==> config.mk <==
export PLATFORM = sky130hd
export DESIGN_NAME = vect_serializer
export DESIGN_NICKNAME = d
export VERILOG_FILES = /design/src/rtl/vect_serializer.sv
export SDC_FILE = /design/constraint.sdc
export NUM_CORES = 1
export LEC_CHECK = 0
export CORE_ASPECT_RATIO = 1.25
export CORE_MARGIN = 1
export CORE_UTILIZATION = 40
export DETAILED_ROUTE_END_ITERATION = 12
export DONT_BUFFER_PORTS = 1
export PLACE_DENSITY = 0.64
export SLEW_MARGIN = 20
export SYNTH_ARGS = -nofsm -noshare
export SYNTH_HDL_FRONTEND = slang
export SYNTH_SLANG_ARGS = --single-unit
==> constraint.sdc <==
create_clock -name clk -period 1.7 [get_ports clk]
set_input_delay 0.34 -clock clk [delete_from_list [all_inputs] [get_ports clk]]
set_output_delay 0.34 -clock clk [all_outputs]
set_load 0.1 [all_outputs]
==> src/rtl/vect_serializer.sv <==
// vect_serializer: unpacks a packed vector into one element per cycle, valid/ready on both sides.
// Optional VECT_SERIALIZER_MASK_SKIP_EN: in_mask selects which elements are emitted.
module vect_serializer #(
    parameter int registerSize = 8,
    parameter int vectorSize = 4,
    parameter int WIDTH = 8,
    localparam int IW = vectorSize > 1 ? $clog2(vectorSize) : 1
) (
    input  logic                                      clk,
    input  logic                                      reset,
    input  logic                                      in_valid,
    output logic                                      in_ready,
    input  logic [vectorSize-1:0][registerSize-1:0]   in_vect,
    input  logic [WIDTH-1:0]                          in_tag,
`ifdef VECT_SERIALIZER_MASK_SKIP_EN
    input  logic [vectorSize-1:0]                     in_mask,
`endif
    output logic                                      out_valid,
    input  logic                                      out_ready,
    output logic [registerSize-1:0]                   out_elem,
    output logic [IW-1:0]                             out_idx,
    output logic                                      out_last,
    output logic [WIDTH-1:0]                          out_tag,
    output logic                                      busy
);
    localparam logic [0:0] IDLE = 1'b0, SEND = 1'b1;
    logic [0:0] state;
    logic [vectorSize-1:0][registerSize-1:0] vbuf;
    logic [WIDTH-1:0] tag;
    logic [IW-1:0] idx, first, nxt;
    logic last;
    logic [vectorSize-1:0] mask_q, new_mask;
`ifdef VECT_SERIALIZER_MASK_SKIP_EN
    assign new_mask = in_mask;
    always_ff @(posedge clk or posedge reset)
        if (reset) mask_q <= '0;
        else if (in_valid && in_ready) mask_q <= in_mask;
`else
    assign new_mask = '1;
    assign mask_q = '1;
`endif
    // Lowest set bit of the incoming mask, and next set bit above idx in the held mask.
    always_comb begin
        first = '0;
        nxt = idx;
        last = 1'b1;
        for (int i = vectorSize - 1; i >= 0; i--) begin
            if (new_mask[i]) first = IW'(i);
            if (mask_q[i] && IW'(i) > idx) begin
                nxt = IW'(i);
                last = 1'b0;
            end
        end
    end
    assign busy = state == SEND;
    assign out_valid = busy;
    assign out_last = busy & last;
    assign in_ready = !busy | (out_ready & last);
    assign out_elem = vbuf[idx];
    assign out_idx = idx;
    assign out_tag = tag;
    always_ff @(posedge clk or posedge reset) begin
        if (reset) begin
            state <= IDLE;
            vbuf <= '0;
            tag <= '0;
            idx <= '0;
        end else if (in_valid && in_ready) begin
            vbuf <= in_vect;
            tag <= in_tag;
            idx <= first;
            state <= |new_mask ? SEND : IDLE;
        end else if (busy && out_ready) begin
            idx <= nxt;
            if (last) state <= IDLE;
        end
    end
endmodule
# Word level (Yosys, flattened, before mapping)
# Cells that the tools add are included.
[totals]
register_bits = 43
out_inout_bits = 22
wordCells = 38
[classes]
n_lt_le_gt_ge = 5
mux = 15
bitwise_logic = 3
n_reduce_logical = 8
[op_table]
columns = ["op", "n"]
rows = [
  ["binary-select mux 8 bit (select 2 bit)", 1],
  ["2-to-1 mux 2 bit", 6],
  ["2-to-1 mux 8 bit", 1],
  ["2-to-1 mux 1 bit", 7],
  ["nonzero test 5 bit", 1],
  ["greater-than comparator 1 x 2 -> 1 bit (first input constant)", 2],
  ["greater-than comparator 2 bit (first input constant)", 2],
  ["AND reduction 2 bit", 2],
  ["nonzero test 2 bit", 2],
  ["less-than comparator 2 x 3 -> 1 bit (second input constant)", 1],
  ["AND 1 bit", 2],
  ["logical AND 1 bit", 2],
  ["logical NOT 1 bit", 1],
  ["OR 1 bit", 1],
]

# Logic depth before layout (Yosys ltp)
[depth]
ltp_word = 10
depth_mapped = 4

# Worst setup path before layout
# OpenSTA, ideal clock, no wires.
[synth_timing]
kind = "flip-flop to output port"
start = "reg idx[0], in the netlist out_idx[0]"
end = "out out_last"
arrival_time_ns = 2.132
t_required_ns = 1.360
path_slack_ns = -0.772
path_stages_with_launch = 3
cell_sequence = "dfrtp_1 -> buf_4 -> and3_1"
[synth_via]
elab_chain_len = 6
[synth_lines]
columns = ["item", "line_no", "source"]
rows = [
  ["from (decl)", "30", "logic [IW-1:0] idx, first, nxt;"],
  ["from (signal assigned)", "71", "idx <= first;"],
  ["from (signal assigned)", "74", "idx <= nxt;"],
  ["greater-than comparator 2 bit", "49", "if (mask_q[i] && IW'(i) > idx) begin"],
  ["2-to-1 mux 1 bit (3 in a row)", "49", ""],
  ["2-to-1 mux 1 bit (*)", "49", ""],
  ["AND 1 bit (*)", "57", "assign out_last = busy & last;"],
  ["to (decl)", "22", "output logic out_last,"],
]
# Mark *: on every way between the ends. The rest lies on a longest branch, timed or not.

# Worst setup path in the final report
[layout_timing]
start = "reg idx[0], in the netlist out_idx[0]"
end = "out out_elem[2]"
[layout_via]
elab_chain_len = 2
[layout_lines]
columns = ["item", "line_no", "source"]
rows = [
  ["binary-select mux 8 bit (select 2 bit)", "59", "assign out_elem = vbuf[idx];"],
  ["2-to-1 mux 8 bit (not written as such)", "59", ""],
  ["to (decl)", "20", "output logic [registerSize-1:0] out_elem,"],
]
# No other way between the ends. The select of a mux whose other input is x is not followed.

==> results.txt <==
----------------------------------------------------
[Outcome]
  Outcome ... finished, violations left
  Violations in the final reports ... setup timing

[Timing]
  Worst max-slew margin expressed relative to the limit ... between 40% and 50%
  Setup repair after global routing missed its margin ... true
  Count of final setup violators ... 50
  Hold violation count in the final report ... 0
  Final critical-path setup slack ... -0.220 ns
  Slew @ Worst Pin ... 0.773 ns
  Crit path time final ... 1.92 ns
  Final period utilization ... 113%
  Pins over their slew limit ... 0
  Worst hold slack after final layout ... between 0.15 and 0.2 ns
  Setup clock skew after layout ... 0.00910 ns
  TNS Setup ... -3.50 ns
  Highest clock rate ... 521 MHz

[GRT]
  Total congestion overflow after global routing ... 0
  Global Route Usage Sum ... 17.7%
  Initial antenna violation count ... 0
  Pin count of the biggest net entering global routing ... 24
  Wire length of the first global-routing pass ... about 6500 um
  Number of global-route vias before repair ... 1227

[Yosys]
  Register area share after synthesis ... between 50% and 60%
  Instance count of the mapped netlist ... 112
  EDFF count, synth ... 0
  Count of warnings emitted by yosys ... 0
  Cell with the most instances after synthesis ... sky130_fd_sc_hd__dfrtp_1
  Top cells by area, synth ... sky130_fd_sc_hd__dfrtp_1 56%, sky130_fd_sc_hd__mux2_4 14%, sky130_fd_sc_hd__mux2_2 12%, sky130_fd_sc_hd__mux4_2 8.1%, sky130_fd_sc_hd__buf_6 2.3%
  Asr flop ratio synth ... 100%
  Area leader, netlist ... sky130_fd_sc_hd__dfrtp_1
  Synthesized netlist net count ... about 160
  Leading cell types by count after synthesis ... 43 x sky130_fd_sc_hd__dfrtp_1, 20 x sky130_fd_sc_hd__mux2_2, 18 x sky130_fd_sc_hd__mux2_4, 7 x sky130_fd_sc_hd__mux4_2, 4 x sky130_fd_sc_hd__buf_6
  Top_reg_cell synth ... sky130_fd_sc_hd__dfrtp_1
  Number of flip-flops and latches in the synthesized netlist ... between 40 and 50
  Synth unique cells ... 18
  Portion of synthesized cell area occupied by the leading cell type ... 55.6%
  Mean area per synthesized cell ... ~17 um^2
  Syn Std Cell Area ... ~0.0019 mm^2

[CTS]
  Clock latency at the later pin of the worst-skew pair ... 0.29 ns
  Clk slew on worst S/H paths ... 0.08 ns
  Number of sinks on the clock net ... 43
  CTS H-Tree Depth ... 2
  Clock tree from TritonCTS ... done
  Max Root-Sink Buffers ... 2
  CTS Root Cell ... sky130_fd_sc_hd__clkbuf_8
  Total clock buffers created by CTS ... 5

[Setup path]
  Required time worst endpoint ... 1.36 ns
  Critical path arrival ... 1.58 ns
  WS Path Type ... flip-flop to primary output
  Largest fanout on the critical path ... 4
  Critical Path Start Type ... flip-flop
  Worst Setup End Kind ... primary output

[Final layout]
  Area used by sequential logic in the layout ... 0.00108 mm^2
  Number of inserted diodes ... 0
  Area of the multi-input gates ... 883 um^2
  Layout filler cell count ... 353
  Final standard cell count with taps included and fillers excluded ... 211
  Layout-stage area growth over the synthesis result ... 41.4%
  Final Net Count ... 197
  Fraction of layout cells with a size suffix above 1 ... 66.7%

[Run]
  Maxcap violations ... 0

[Detailed routing]
  Post-detailed-route via-to-cell ratio ... around 5.1
  ANT nets after route ... 0
  Detailed-route via count ... 1084
  Top routing layer in use ... met4
  Met3 Routed Length ... 365 um
  Routed len/inst ... about 20 um
  Drc violations ... 0
  Number of search-and-repair iterations in the first detailed-routing pass ... 4
  Wire length on met1 ... ~1700 um
  Number of DRC violations after detailed-routing iteration 0 ... 17
  Drt total wl ... 4340 um
  DR WL met2 ... 2260 um

[Floorplan]
  IO Count ... between 60 and 70
  Die Footprint ... 0.00513 mm^2
  Starting utilization of the core area ... 42.8%
  Count of standard-cell rows ... 27
  Core area ... 0.00453 mm^2
  Horizontal die dimension ... 64.2 um
  Vertical die dimension ... between 70 and 80 um

[Worst hold path]
  Type of the most critical hold path ... input port to flip-flop

[Place]
  Number of cells after detailed placement ... approximately 190
  Final RePlAce weighted congestion ... 0.730
  Worst setup slack after placement ... -0.00908 ns
  Post-DP HPWL ... around 2700 um
  Port Buf Inserts ... 0

----------------------------------------------------
flip-flops by register name (all words and copies together), names as in the netlist:
| name | cells |
|---|---|
| out_tag | 8 |
| vbuf | 32 |
| out_idx | 2 |
| busy | 1 |
path summary, 6_finish.rpt:
| path | slack (ns) | startpoint | to | cells past startpoint |
|---|---|---|---|---|
| setup / recovery | -0.22 | out_idx[0] | out_elem[2] | 3 |
| hold / removal | 0.19 | in_vect[3] | vbuf[3] | 1 |
| setup reg to reg | -0.07 | out_idx[0] | vbuf[24] | 8 |
| hold reg to reg | 0.51 | vbuf[20] | vbuf[20] | 1 |
| max in group asynchronous | 0.62 | reset | out_tag[0] | 3 |
| min in group asynchronous | 0.56 | reset | out_tag[4] | 2 |
layer usage:
| layer | track usage, % | up-vias |
|---|---|---|
| li1 | - | 486 |
| met1 | 19.8 | 540 |
| met2 | 30.4 | 53 |
| met3 | 6.86 | 5 |
| met4 | 6.22 | 0 |
| met5 | 0 | - |
area by class of cell:
type,count,area share (%)
clock buffer,6,3.02
timing repair buffer,41,21.9
multi-input combinational,59,32.3
inverter,3,0.411
sequential,43,39.6
clock inverter,1,0.183
tap,58,2.65
metrics by stage:
step	util, %	area, um^2
2_1_floorplan	-	1960
6_report	60.5	2740
3_5_place_dp	50.7	2300
5_1_grt	60.5	2740
4_1_cts	56.3	2550
3_3_place_gp	50.7	2300
cells in the final DEF (no fill, tap or decap):
cell type	n
sky130_fd_sc_hd__mux2_4	40
sky130_fd_sc_hd__dfrtp_1	40
sky130_fd_sc_hd__buf_12	13
sky130_fd_sc_hd__buf_4	13
sky130_fd_sc_hd__buf_6	9
sky130_fd_sc_hd__mux4_2	8
sky130_fd_sc_hd__clkbuf_8	6
sky130_fd_sc_hd__clkbuf_16	3
sky130_fd_sc_hd__inv_1	2
sky130_fd_sc_hd__nand2_1	2
sky130_fd_sc_hd__xnor2_1	2
sky130_fd_sc_hd__buf_16	2
sky130_fd_sc_hd__dfrtp_4	2
sky130_fd_sc_hd__nand3_4	1
sky130_fd_sc_hd__a21oi_4	1
sky130_fd_sc_hd__nand2_4	1
sky130_fd_sc_hd__o211ai_1	1
sky130_fd_sc_hd__o21ai_0	1
sky130_fd_sc_hd__and3_4	1
sky130_fd_sc_hd__clkinv_1	1
sky130_fd_sc_hd__a22o_1	1
sky130_fd_sc_hd__dfrtp_2	1
sky130_fd_sc_hd__clkinv_2	1
sky130_fd_sc_hd__dlygate4sd3_1	1
kinds of logic after synthesis:
group,share of synthesized area (%)
mux,36.2
flops,55.6
compound gates,1.94
xor+xnor,0.905
simple gates,1.42
buf+inv,3.94
what timing repair did:
action / CTS / global route
resized for setup: 11 / 25
setup buffers: 8 / 4
hold buffers: 1 / 0
cloned: 2 / 4
endpoints found under the hold margin: 20 / 0
pin swaps: 3 / 2
endpoints found under the setup margin: 15 / 50
critical path, cell delays in order (launching register included):
cell and delay, ns:
sky130_fd_sc_hd__dfrtp_4 0.44, sky130_fd_sc_hd__buf_6 0.13, sky130_fd_sc_hd__mux4_2 0.53, sky130_fd_sc_hd__buf_12 0.19
Power is left out: the tool's default activity adds up to more than one toggle a clock period on the data nets, which glitch-free logic cannot reach.
